## config.mk

```make
export PLATFORM = sky130hd
export DESIGN_NAME = gen_grf_sb_flat
export DESIGN_NICKNAME = d
export VERILOG_FILES = /design/src/rtl/gen_grf_sb_if.sv /design/src/rtl/gen_grf_sb.sv /design/src/flat_wrapper.sv
export SDC_FILE = /design/constraint.sdc
export NUM_CORES = 2
export LEC_CHECK = 0
export ABC_AREA = 1
export CAP_MARGIN = 25
export CORE_ASPECT_RATIO = 1.75
export CORE_MARGIN = 4
export CORE_UTILIZATION = 30
export DETAILED_ROUTE_END_ITERATION = 10
export SLEW_MARGIN = 20
export SYNTH_ARGS = -nofsm -noshare
export SYNTH_HDL_FRONTEND = slang
export SYNTH_SLANG_ARGS = --single-unit
```

## constraint.sdc

```tcl
create_clock -name clk -period 3.4 [get_ports clk]
set_clock_uncertainty 0.2 [all_clocks]
set_input_delay 0.68 -clock clk [delete_from_list [all_inputs] [get_ports clk]]
set_output_delay 0.68 -clock clk [all_outputs]
set_load 0.1 [all_outputs]
```

## src/rtl/gen_grf_sb_if.sv

```systemverilog
// rtl/gen_grf_sb_if.sv - read/issue/writeback bundle of the scoreboarded register file
// master drives addresses, issue and writeback; slave is the register file.
interface gen_grf_sb_if #(
   parameter int DW = 32,
   parameter int AW = 5,
   parameter int NR = 2
);
   logic [NR*AW-1:0] raddr;
   logic [NR*DW-1:0] rdata;
   logic [NR-1:0]    rbusy;
   logic             iss_en;
   logic [AW-1:0]    iss_addr;
   logic             we;
   logic [AW-1:0]    waddr;
   logic [DW-1:0]    wdata;
   logic [31:0]      wpc;
   logic [AW:0]      busy_cnt;

   modport master (
      output raddr, iss_en, iss_addr, we, waddr, wdata, wpc,
      input  rdata, rbusy, busy_cnt
   );

   modport slave (
      input  raddr, iss_en, iss_addr, we, waddr, wdata, wpc,
      output rdata, rbusy, busy_cnt
   );
endinterface

```

## src/rtl/gen_grf_sb.sv

```systemverilog
// rtl/gen_grf_sb.sv - NR-read register file with write-through bypass and pending-write scoreboard
// Optional GRF_TRACE_EN prints one trace line per accepted write.
module gen_grf_sb #(
   parameter int DW = 32,
   parameter int AW = 5,
   parameter int NR = 2
) (
   input logic          clk,
   input logic          reset,
   gen_grf_sb_if.slave  bus
);
   localparam int DEPTH = 2**AW;
   localparam logic [AW:0] CNT_ONE = 1;

   logic [DW-1:0]    regs [DEPTH];
   logic [DEPTH-1:0] pending;
   logic [DEPTH-1:0] pending_nxt;
   logic [AW:0]      cnt;
   logic [NR*DW-1:0] rdata_c;
   logic [NR-1:0]    rbusy_c;
   logic             wr_ok;
   logic             set_v;
   logic             set_new;
   logic             clr_eff;

   always_comb begin
      logic [AW-1:0] ra;
      logic          hit;
      rdata_c = '0;
      rbusy_c = '0;
      ra      = '0;
      hit     = 1'b0;
      for (int k = 0; k < NR; k++) begin
         ra  = bus.raddr[k*AW +: AW];
         hit = bus.we && (bus.waddr == ra);
         if (ra != '0) begin
            rdata_c[k*DW +: DW] = hit ? bus.wdata : regs[ra];
            rbusy_c[k]          = pending[ra] && !hit;
         end
      end
   end

   assign bus.rdata    = rdata_c;
   assign bus.rbusy    = rbusy_c;
   assign bus.busy_cnt = cnt;

   // A writeback that lands on the register being re-issued leaves it pending:
   // the younger producer still owes a value.
   always_comb begin
      wr_ok       = bus.we && (bus.waddr != '0);
      set_v       = bus.iss_en && (bus.iss_addr != '0);
      set_new     = set_v && !pending[bus.iss_addr];
      clr_eff     = wr_ok && pending[bus.waddr] &&
                    !(set_v && (bus.iss_addr == bus.waddr));
      pending_nxt = pending;
      if (clr_eff) pending_nxt[bus.waddr] = 1'b0;
      if (set_v)   pending_nxt[bus.iss_addr] = 1'b1;
   end

   always_ff @(posedge clk) begin
      if (reset) begin
         for (int i = 0; i < DEPTH; i++) regs[i] <= '0;
         pending <= '0;
         cnt     <= '0;
      end else begin
         if (wr_ok) regs[bus.waddr] <= bus.wdata;
         pending <= pending_nxt;
         case ({set_new, clr_eff})
            2'b10:   cnt <= cnt + CNT_ONE;
            2'b01:   cnt <= cnt - CNT_ONE;
            default: cnt <= cnt;
         endcase
      end
   end

`ifdef GRF_TRACE_EN
   always_ff @(posedge clk) begin
      if (!reset && wr_ok)
         $display("%d@%h: $%d <= %h", $time, bus.wpc, bus.waddr, bus.wdata);
   end
`else
   logic unused_wpc;
   assign unused_wpc = ^bus.wpc;
`endif

endmodule
```

## src/flat_wrapper.sv

```systemverilog
// flat-port wrapper written by rule: the top's interface ports become plain ports
module gen_grf_sb_flat 
#(
   parameter int DW = 32,
   parameter int AW = 5,
   parameter int NR = 2
)
  (clk, reset, bus_raddr, bus_iss_en, bus_iss_addr, bus_we, bus_waddr, bus_wdata, bus_wpc, bus_rdata, bus_rbusy, bus_busy_cnt);
  gen_grf_sb_if #(.DW(DW), .AW(AW), .NR(NR)) bus_i ();
  input logic clk;
  input logic reset;
  input wire logic [$bits(bus_i.raddr)-1:0] bus_raddr;
  input wire logic [$bits(bus_i.iss_en)-1:0] bus_iss_en;
  input wire logic [$bits(bus_i.iss_addr)-1:0] bus_iss_addr;
  input wire logic [$bits(bus_i.we)-1:0] bus_we;
  input wire logic [$bits(bus_i.waddr)-1:0] bus_waddr;
  input wire logic [$bits(bus_i.wdata)-1:0] bus_wdata;
  input wire logic [$bits(bus_i.wpc)-1:0] bus_wpc;
  output wire logic [$bits(bus_i.rdata)-1:0] bus_rdata;
  output wire logic [$bits(bus_i.rbusy)-1:0] bus_rbusy;
  output wire logic [$bits(bus_i.busy_cnt)-1:0] bus_busy_cnt;
  assign bus_i.raddr = bus_raddr;
  assign bus_i.iss_en = bus_iss_en;
  assign bus_i.iss_addr = bus_iss_addr;
  assign bus_i.we = bus_we;
  assign bus_i.waddr = bus_waddr;
  assign bus_i.wdata = bus_wdata;
  assign bus_i.wpc = bus_wpc;
  assign bus_rdata = bus_i.rdata;
  assign bus_rbusy = bus_i.rbusy;
  assign bus_busy_cnt = bus_i.busy_cnt;
  gen_grf_sb #(.DW(DW), .AW(AW), .NR(NR)) u_core (.clk(clk), .reset(reset), .bus(bus_i));
endmodule
```

==> impl_metrics.csv <==
group,metric,value,unit
floorplanning,dieArea,209000,sq um
final_layout,drive_gt1_frac,0.157,
setup_path,crit_buf_inv,5,
power,powerDensity,450,nW/um^2
clocking,cts_buffers,95,
yosys,synth-seq-area-share,0.521,
final_layout,area_growth,21.7,%
setup_path,cp_slowest_cell,"buf_12",
clocking,clock_path_buffers,3,
flow_run,cap_violations,0,
global_route,grt_pass1_wl,380000,microns
clocking,clk_latency,700,ps
sta,period_share,1.00,
sta,hold_viol,0,
place,numPortBuffers,127,
worst_hold_path,hp-start,"reset",
sta,rsz0062_at_grt,"yes",
floorplanning,die_w,347,microns
worst_hold_path,min_path_type,"in2reg",
global_route,grt_pass1_vias,55000,
floorplanning,fp.dieH,602,microns
outcome,violations,"setup timing",
clocking,cts_tree,"done",
final_layout,utilization,0.368,
final_layout,fillerInstances,19900,
setup_path,r2r-start,"u_core.pending[8]",
detailed_routing,via_per_inst,5.74,
floorplanning,rows,217,
setup_path,worstSetupStartpoint,"bus_raddr[5]",
floorplanning,core,200000,sq um
sta,tightest_slew,629,ps
yosys,syn-cell-area,60500,sq um
place,hpwl,177000,microns
sta,slew_headroom,0.581,
yosys,synth_edf_count,1024,
detailed_routing,drt-initial-drc-count,6916,
sta,fin_crit,3410,ps
clocking,clock-sinks,1062,
clocking,clk_pin_slew,70,ps
floorplanning,initial_core_util,0.302,
outcome,outcome,"finished with violations",
setup_path,crit_path_end_kind,"output pin",
place,gp_congestion,0.962,
setup_path,cp_data_required_time,2520,ps
yosys,ys.flop_type,"edfxtp_1",
yosys,yosys_register_bits,1062,
sta,setup_viol,1,
final_layout,final_common_cell,"nor2_1",
setup_path,crit_family,"buffers and inverters",
final_layout,nNetsFinal,7299,
yosys,synth-warning-count,0,
clocking,cts_max_level,3,
global_route,overflow,0,
detailed_routing,drc_errors,0,
power,peakVddDrop,327,uV
detailed_routing,post_drt_wl_per_cell,27.5,microns
place,place_inst,9715,
setup_path,crit_fanout,30,
floorplanning,ios,160,
global_route,track_usage,0.247,
sta,tns,-14.7,ps
clocking,cts_hold_buf,0,
setup_path,crit_arrival,2530,ps
yosys,yosysUniqueCellTypes,47,
setup_path,crit_chain,"buf_12 -> buf_12 -> buf_12 -> a21oi_1 -> o21ai_0 -> nand3_1 -> nand3_1 -> nand3_1 -> buf_4 -> nand3_1 -> o21ai_1 -> buf_12",
setup_path,worst_path_largest_cell_delay,210,ps
global_route,antenna_found_initial,7,
final_layout,most-common-layout-cells,"nor2_1, edfxtp_1, nand3_1",
yosys,avgSynthCellArea,8.66,sq um
sta,setup_slack,-14.7,ps
detailed_routing,drtAntennaViolNets,0,
yosys,async_flop_share,0,
detailed_routing,vias,56900,
yosys,syn_inst,6987,
setup_path,startpoint_type,"primary input",
setup_path,crit_type,"in2out",
power,p_leak,28.7,nW
clocking,clock_tree.root_cell,"clkbuf_16",
sta,max_freq,293,MHz
sta,maxSlewViolCount,0,
final_layout,stdcell_count,9912,
global_route,grt_max_degree,70,
detailed_routing,wirelength,273000,microns
detailed_routing,firstDrtPassIters,8,
==> kinds of logic (layout without fill, tap and decap cells) <==
group / after synthesis / in the layout / synth area share
adder cells (fa/ha/maj): 3 / 3 / 0.000620
flip-flops: 1062 / 1062 / 0.521
XOR/XNOR: 14 / 14 / 0.00203
other: 1 / 33 / 0.0000620
AO/OA/AOI/OAI: 1779 / 1779 / 0.172
buffers and inverters: 1253 / 1518 / 0.0998
AND/OR/NAND/NOR: 2875 / 2875 / 0.204
==> timing repair <==
action                                  CTS  global route
endpoints found under the hold margin     0             0
resized for setup                       138            92
gates cloned                              3            10
buffers inserted                         11             4
endpoints found under the setup margin   66            68
pin swaps                                22            12
==> area by class of cell <==
type	instances	area, sq um	share of cell area
Tap cell	2628	3290	0.0447
Inverter	570	2190	0.0298
Timing Repair Buffer	776	9910	0.135
Clock buffer	123	2520	0.0343
Multi-Input combinational cell	4703	23700	0.322
Sequential cell	1062	31500	0.428
Antenna cell	1	2.50	0.0000340
Clock inverter	49	488	0.00663
==> through the flow <==
stage / area (sq um) / power (mW) / hold slack, ps / setup slack (ps)
floorplan: 60600 / 19.1 / 236 / -471
global placement: 69400 / 21.9 / 263 / -707
detailed placement: 69400 / 22.0 / 260 / -713
CTS: 72900 / 33.0 / 137 / 0.632
global route: 73600 / 34.0 / 189 / -40.5
finish: 73600 / 33.1 / 172 / -14.7
==> power by group <==
group	total, mW	switching, mW	internal [mW]
clock network	11.1	5.21	5.88
logic	6.70	4.49	2.21
registers	15.3	0.312	15.0
total	33.1	10.0	23.1
==> flip-flops by register name, summed over array words and instances (netlist names) <==
name and flops:
u_core.regs 1024, u_core.bus.busy_cnt 6, u_core.pending 32
==> routing by layer <==
metal	part of all wire	GRT usage	vias to the layer above
met4	0.085	0.181	10
met2	0.48	0.417	3733
li1	-	-	24700
met1	0.35	0.285	27400
met5	0.00021	0	-
met3	0.093	0.0364	1066
==> path summary, 6_finish.rpt <==
| path | slack, ps | depth (start not counted) | end |
|---|---|---|---|
| hold / removal | 170 | 2 | u_core.bus.busy_cnt[0] |
| setup / recovery | -10 | 12 | bus_rdata[46] |
| hold reg to reg | 270 | 2 | u_core.pending[6] |
| setup reg to reg | 570 | 20 | u_core.bus.busy_cnt[5] |
==> synthesized netlist by cell type (23+ instances only) <==
library cell | instances | area [sq um]
nor2_1 | 1098 | 4120
edfxtp_1 | 1024 | 30700
nand3_1 | 911 | 4560
nand2_1 | 765 | 2870
o21ai_0 | 645 | 3230
inv_1 | 558 | 2090
a21oi_1 | 544 | 2720
o211ai_1 | 491 | 3690
clkbuf_1 | 280 | 1050
buf_2 | 196 | 981
buf_6 | 124 | 1400
buf_1 | 46 | 173
nor2_2 | 46 | 288
dfxtp_1 | 38 | 761
o21ai_1 | 35 | 175
buf_4 | 34 | 255
nand2_4 | 27 | 304
o211ai_2 | 23 | 288
==> worst reg2reg max path, cell delays in order, from the launching register on <==
cell     delay (ps)
dfxtp_1         460
nand2_1         140
nand2_1          50
nand2_1          50
nand2_1          60
nand2_1          70
nand2_1          50
nor2_1          120
nand2_2          70
and2_1          170
ha_1            220
buf_4           170
xnor2_2         160
buf_4           150
nor2_1          140
nand3_1         120
nand3_1          90
nand2_1          50
nand2_1          60
nand2_1          40
a21oi_1         130
Note: power is estimated with default switching activity, not from simulation.
